$ cat config.mk
export PLATFORM = sky130hd
export DESIGN_NAME = rgb_sbit2wrd
export DESIGN_NICKNAME = d
export VERILOG_FILES = /design/src/rtl/rgb_sbit2wrd.sv
export SDC_FILE = /design/constraint.sdc
export NUM_CORES = 1
export LEC_CHECK = 0
export CAP_MARGIN = 20
export CORE_UTILIZATION = 50
export DETAILED_ROUTE_END_ITERATION = 12
export PLACE_DENSITY = 0.74
export REMOVE_ABC_BUFFERS = 1
export SLEW_MARGIN = 30
export SYNTH_ARGS = -nofsm -noshare
export SYNTH_HDL_FRONTEND = slang
export SYNTH_SLANG_ARGS = --single-unit
$ cat constraint.sdc
create_clock -name clk -period 4.4 [get_ports clk]
set_input_delay 0.88 -clock clk [delete_from_list [all_inputs] [get_ports clk]]
set_output_delay 0.88 -clock clk [all_outputs]
set_load 0.005 [all_outputs]
$ cat src/rtl/rgb_sbit2wrd.sv
// Serial-bit to LED-word assembler: packs WORD_BITS strobed bits MSB-first into a word.
// Optional macro RGB_SBIT2WRD_PARTIAL_FLUSH_EN emits partial words on stream reset.
module rgb_sbit2wrd #(
  parameter int WORD_BITS = 24,
  parameter int CNT_W     = 5
) (
  input  logic                 clk,
  input  logic                 rst,
  input  logic                 strobe,
  input  logic                 sbit_value,
  input  logic                 stream_reset,
  output logic [WORD_BITS-1:0] out_word,
  output logic                 out_strobe
);

  logic                 r_strobe_d;
  logic [WORD_BITS-1:0] r_shift;
  logic [CNT_W-1:0]     r_bit_cnt;

  logic                 w_event;
  logic                 w_last;
  logic [WORD_BITS-1:0] w_next_word;

  // Left-align a partial word so the first received bit lands in the MSB.
  function automatic logic [WORD_BITS-1:0] partial_align(
    input logic [WORD_BITS-1:0] shift,
    input logic [CNT_W-1:0]     cnt
  );
    int amount;
    amount = WORD_BITS - int'(cnt);
    return shift << amount;
  endfunction

  assign w_event     = strobe & ~r_strobe_d;
  assign w_last      = (r_bit_cnt == CNT_W'(WORD_BITS - 1));
  assign w_next_word = {r_shift[WORD_BITS-2:0], sbit_value};

  always_ff @(posedge clk) begin
    r_strobe_d <= strobe;
    if (rst) begin
      r_shift    <= '0;
      r_bit_cnt  <= '0;
      out_word   <= '0;
      out_strobe <= 1'b0;
    end else begin
      out_strobe <= 1'b0;
      if (w_event) begin
        if (stream_reset) begin
`ifdef RGB_SBIT2WRD_PARTIAL_FLUSH_EN
          if (r_bit_cnt != '0) begin
            out_word   <= partial_align(r_shift, r_bit_cnt);
            out_strobe <= 1'b1;
          end
`endif
          r_shift   <= '0;
          r_bit_cnt <= '0;
        end else if (w_last) begin
          out_word   <= w_next_word;
          out_strobe <= 1'b1;
          r_shift    <= '0;
          r_bit_cnt  <= '0;
        end else begin
          r_shift   <= w_next_word;
          r_bit_cnt <= r_bit_cnt + 1'b1;
        end
      end
    end
  end

endmodule

# == Word level (Yosys, flattened, before mapping) ==
# Index checks and enable logic that the tools add are counted.
# word_totals
reg_bits,54
inputBits,5
output_inout_bits,25
word_cells,18
# classes
addsub,1
eq_ne,1
muxes,5
n_bitwise,4
n_reduce_logical,2
# ops
op,n
23-bit 2-to-1 mux,2
5-bit 2-to-1 mux,2
5-bit by 1-bit adder with 5-bit output (second input constant),1
5-bit == test (second input constant),1
1-bit NOT,3
3-bit AND reduction,1
3-bit OR reduction,1
1-bit bitwise AND,1
1-bit 2-to-1 mux,1

# == Logic depth before layout (Yosys ltp) ==
# Gate-level depths: netlist of run 1.
# logic_depth
word_depth,4
depth_mapped,6
mapped_depth_nobuf,4

# == Worst setup path before layout of run 1 ==
# OpenSTA, ideal clock, no wires.
# synth_path
kind,input -> register
startpoint,input stream_reset
endpoint,register out_word[11]
setup_ps,132
arrival_time_ps,1819
slack_ps,2449
path_stages,5
n_path_buf,2
path_cell_list,or3b_1 > clkbuf_1 > clkbuf_1 > o21ai_0 > a21oi_1
# synth_via
elab_chain_len,2
# synth_rtl
element,line,source
from (decl),11,"input logic stream_reset,"
1-bit NOT (no line),n/a,
3-bit AND reduction (no line),n/a,
to (signal assigned),58,out_word <= w_next_word;
to (decl),12,"output logic [WORD_BITS-1:0] out_word,"
# Every way passes these cells.
# A chain may end at the register's enable or synchronous reset.

# == Worst setup path after layout of run 1 ==
# layout_path
startpoint,input stream_reset
endpoint,register r_bit_cnt[4]
# layout_via
elab_chain_len,1
# layout_rtl
element,line,source
5-bit 2-to-1 mux,48,if (stream_reset) begin
to (signal assigned),64,r_bit_cnt <= r_bit_cnt + 1'b1;
to (decl),18,logic [CNT_W-1:0] r_bit_cnt;
# Every way passes these cells.

==> impl_metrics.ini, run 1 <==
[route]
num_vias = 1817
routed_via_density = 5.81
routedWlPerCell_um = 13.8
ant_nets = 0
wirelength_um = 4330
drt_iter0_markers = 158
drc = 0
dr.pass1.iters = 4

[global_route]
antenna_found_initial = 0
groute.usage.overall_pct = 20.3
grt_max_degree = 54
gr-total-overflow = 0
first_global_vias = 1539
grt_first_pass_wirelength_um = 7030

[critical_path]
rrSetupSlack_ns = 2.42
critical_path_required_ns = 4.64
ff2ff_path_depth = 4
cp-start-kind = primary input
worstSetupPathType = primary input to flip-flop
critPathMaxFanout = 29
worstPathArrival_ns = 2.85
end_kind = flip-flop

[clock_network]
clock_sinks = 54
cts_tree = yes
clk_latency_ns = 0.31
clk_path_buf_depth = 2
ctsResizeCount = 0
postCtsHoldBufs = 0
cts_htree_levels = 2
path_clk_slew_ns = 0.09
root_buffer = clkbuf_8
cts_made_buffers = 5
post-cts-setup-buffers = 0

[cells_and_area]
fin_nets = 268
final_area_sq_mm = 0.00254
drive_above_1_share_pct = 6.08
diodes = 0
area_delta_synth_final_pct = 18.7

[logic_synthesis]
synth_top_area_cell = dfxtp_1
synth_cell_types = 26
ys_seq_area_share_pct = 50.4
syn_area_sq_mm = 0.00214
yosysWarnings = 0
syn_inst = 249
synth.top_cells.by_area = dfxtp_1, a21oi_1, nand4b_1
yosys_register_bits = 54
synthFlopType = dfxtp_1
avgSynthCellArea_sq_um = 8.61
synth_top_area_share_pct = 50.4
async_flop_share_pct = 0
synth_edf_count = 0
synth_common_cells = dfxtp_1, a21oi_1, nand3_1
yosysMostFrequentCell = dfxtp_1

[timing]
final_max_slew_viol_count = 0
final-setup-viol-count = 0
fin_crit_ns = 2.61
slew_headroom_pct = 38.4
finalHoldViolations = 0
hold_slack_ns = 0.459
fmax_mhz = 383
fin_skew_ns = 0.00602
finalSetupTns_ns = 0
rsz0062_at_grt = false
period_share_pct = 59.3
worst_pin_slew_ns = 0.923

[place]
hpwl_um = 2420
place_congestion = 0.741
placed_area_sq_mm = 0.00241
io_buffers = 29

[run]
max_cap_violations = 0

[die]
core_sq_mm = 0.00406
initial_core_util_pct = 52.8
die-area_sq_mm = 0.00455
io_pins = 30
die_width_um = 67.5
die_h_um = 67.5
rows = 23

[run_status]
status = finished clean

[min_path]
hold-path-cell-count = 2
worstHoldPathType = flip-flop to flip-flop

[power]
power.total_mw = 0.915
leakagePower_nw = 0.771
power_per_cell_area_mw_per_mm2 = 360
irDropWorstVdd_mv = 0.213
-- power breakdown --
group / switching, mW / leakage, nW / internal, mW / total (mW)
Sequential: 0.00130 / 0.435 / 0.490 / 0.491
Combinational: 0.0248 / 0.267 / 0.0106 / 0.0354
Clock: 0.161 / 0.0683 / 0.228 / 0.389
-- through the flow --
stage | utilization, % | cells | worst slack [ns]
finish | 62.7 | 313 | 1.79
global route | 62.7 | 313 | 1.70
floorplan | - | 222 | 2.13
detailed placement | 59.3 | 305 | 1.47
CTS | 62.7 | 313 | 1.78
global placement | 59.2 | 305 | 1.47
-- sequential cells by signal, indices dropped and copies added, names as in the netlist --
register    cells
r_shift        23
out_strobe      1
out_word       24
r_bit_cnt       5
r_strobe_d      1
-- metal layers --
metal	vias to the layer above	part of all wire (%)	GRT usage (%)
met5	-	0	0
met4	0	1.4	7.18
met3	5	3.7	5.24
met2	42	46	32.7
met1	849	49	26.2
li1	921	-	-
-- placed cells by master, fill, tap and decap left out --
cell type / count
nand2_1: 24
clkinv_4: 1
or3b_2: 1
or3_1: 1
buf_2: 1
nand3_1: 26
and4b_1: 1
or4_1: 1
ha_1: 1
bufinv_16: 2
nor3_1: 1
o21ai_0: 4
nand3b_1: 2
nor3b_2: 1
clkdlybuf4s50_1: 28
dfxtp_1: 54
nor2_1: 3
mux2i_1: 1
or3b_1: 1
buf_4: 4
nand2b_2: 1
o21ai_1: 22
a21oi_1: 50
nor2b_1: 1
nand4b_1: 24
clkbuf_8: 5
a22oi_1: 1
a31oi_1: 1
-- logic make-up after synthesis --
logic type               after synthesis  share of synthesized area [%]
adder cells (fa/ha/maj)                1                          0.584
AND/OR/NAND/NOR                       88                           24.6
AO/OA/AOI/OAI                         78                           18.4
flip-flops                            54                           50.4
buffers and inverters                 27                           5.49
multiplexers                           1                          0.467
-- worst max-delay path, stage by stage --
cell and delay, ns:
clkdlybuf4s50_1 0.39, buf_4 0.21, or3b_1 0.75, or3_1 0.47, a21oi_1 0.14
-- area by class of cell --
type	instances	area [sq um]
fill	344	1510
sequential	54	1080
multi-input combinational	168	947
timing repair buffer	33	315
clock buffer	5	68.8
clock inverter	3	68.8
tap	50	62.6
-- final timing paths --
kind                start           end
max          stream_reset  r_bit_cnt[4]
min           r_shift[22]   r_shift[22]
max reg2reg  r_bit_cnt[0]  r_bit_cnt[3]
min reg2reg   r_shift[22]   r_shift[22]
No activity file was read; power rests on OpenSTA's default activity.
==> run 2, diff against run 1 <==
- CORE_UTILIZATION: 50 -> 48
- clock period: 4.4 -> 2.4 ns (I/O delays scaled with it)
==> impl_metrics.ini, run 2 (synthesis results as in run 1) <==
[run_status]
status = finished clean

[critical_path]
end_kind = flip-flop
crit-reg2reg-launch = r_bit_cnt[0]
cpPeakStageDelay_ns = 0.53
critical_path_required_ns = 2.63
crit_buf_inv = 1
cp_cell_sequence = clkdlybuf4s50_1 > or3b_2 > or4_1 > a31oi_1
slowest_stage = clkdlybuf4s50_1
rrSetupSlack_ns = 0.68
critPathMaxFanout = 6
crit_family = simple AND/OR/NAND/NOR gates
r2r_end = r_bit_cnt[3]
cp-start-kind = primary input
worstPathArrival_ns = 2.04
ff2ff_path_depth = 4
worstSetupPathType = primary input to flip-flop
cp-startpoint = strobe

[route]
dr.pass1.iters = 4
routedWlPerCell_um = 13.5
drt_iter0_markers = 151
num_vias = 1841
wirelength_um = 4320
drc = 0
ant_nets = 0
routed_via_density = 5.77

[min_path]
hold-path-cell-count = 2
min-delay-start = r_shift[22]
min_delay_worst_endpoint = r_shift[22]
worstHoldPathType = flip-flop to flip-flop

[cells_and_area]
drive_above_1_share_pct = 7.81
area_delta_synth_final_pct = 20.5
regArea_sq_mm = 0.00108
fin_nets = 274
largest_register_ffs = 24
regMostFlops = out_word
reg_top3 = out_word x24, r_shift x23, r_bit_cnt x5
diodes = 0
multiInputGateArea_sq_um = 945
layout_commonest_cell = dfxtp_1
fillers = 376
final_cell_mix = dfxtp_1, a21oi_1, clkdlybuf4s50_1

[clock_network]
path_clk_slew_ns = 0.09
postCtsHoldBufs = 0
cts_made_buffers = 5
post-cts-setup-buffers = 0
cts_tree = yes
ctsResizeCount = 0
clk_path_buf_depth = 2
cts_htree_levels = 2
clk_latency_ns = 0.30
clock_sinks = 54
root_buffer = clkbuf_8

[global_route]
gr-total-overflow = 0
grt_first_pass_wirelength_um = 7310
grt_max_degree = 54
antenna_found_initial = 0
groute.usage.overall_pct = 20.6
first_global_vias = 1621

[timing]
fin_skew_ns = 0.00651
rsz0062_at_grt = false
final-setup-viol-count = 0
final_max_slew_viol_count = 0
slew_headroom_pct = 51.9
worst_pin_slew_ns = 0.721
fin_crit_ns = 1.81
worst_slack_ns = 0.593
period_share_pct = 75.3
finalHoldViolations = 0
finalSetupTns_ns = 0
fmax_mhz = 553

[place]
dp_slack_ns = 0.286
hpwl_um = 2530
io_buffers = 29
place_congestion = 0.711

[power]
pwr-share-seq_pct = 57.7
clockPowerShare_pct = 37.7
power_per_cell_area_mw_per_mm2 = 604
irDropWorstVdd_mv = 0.474
p_sw_mw = 0.330
p_comb_share_pct = 4.6
power.internal_mw = 1.23
leakagePower_nw = 0.794
p_sw_share_pct = 21.2

[die]
core_sq_mm = 0.00414
die-area_sq_mm = 0.00474
die_h_um = 68.8
rows = 23
initial_core_util_pct = 51.7
die_width_um = 68.8
io_pins = 30

[run]
max_cap_violations = 0
-- run 2: cell count changes in the layout (fill, tap and decap cells not counted) --
cell / previous run / this run
clkinv_4: 1 / 0
buf_12: 0 / 2
bufinv_16: 2 / 1
nand2b_1: 0 / 1
nand2b_2: 1 / 0
buf_4: 4 / 8
clkinv_2: 0 / 2
-- run 2: cell type report --
class	instances	share of cell area, %
clock buffers	5	2.66
multi-input cells	168	36.6
clock inverters	3	1.55
repair buffers	39	14.9
flip-flops and latches	54	41.9
well taps	50	2.42
-- run 2: layer usage --
metal,vias up,global-route usage (%),wire length [um]
li1,936,-,-
met1,872,26.3,2160
met2,28,34.7,1990
met3,5,3.95,118
met4,0,6.89,44
met5,-,0,0
-- run 2: how the worst max path moves through the flow --
stage,to,depth (start not counted)
finish,r_bit_cnt[3],4
global route,r_shift[21],5
CTS,r_bit_cnt[3],4
detailed placement,r_bit_cnt[3],4
global placement,r_bit_cnt[3],4
floorplan,out_word[11],4
-- run 2: power groups by stage --
stage | Combinational (mW) | Sequential [mW] | Clock [mW]
final | 0.0714 | 0.900 | 0.588
after global routing | 0.0779 | 0.901 | 0.638
after CTS | 0.0715 | 0.900 | 0.604
after detailed placement | 0.0713 | 0.921 | 0
after global placement | 0.0718 | 0.921 | 0
after floorplan | 0.0278 | 0.920 | 0
-- run 2: tightest hold or removal path, cell delays in order, from the launching register on --
cell and delay (ns):
dfxtp_1 0.32, nand2_1 0.05, a21oi_1 0.05
-- run 2: through the flow --
step	area, sq um	cells	hold WS [ns]	power (mW)	util [%]
after global routing	2580	319	0.490	1.62	62.3
after detailed placement	2470	311	0.445	0.992	59.7
final	2580	319	0.457	1.56	62.3
after CTS	2580	319	0.460	1.58	62.3
after floorplan	2030	222	0.426	0.948	-
after global placement	2470	311	0.441	0.993	59.7
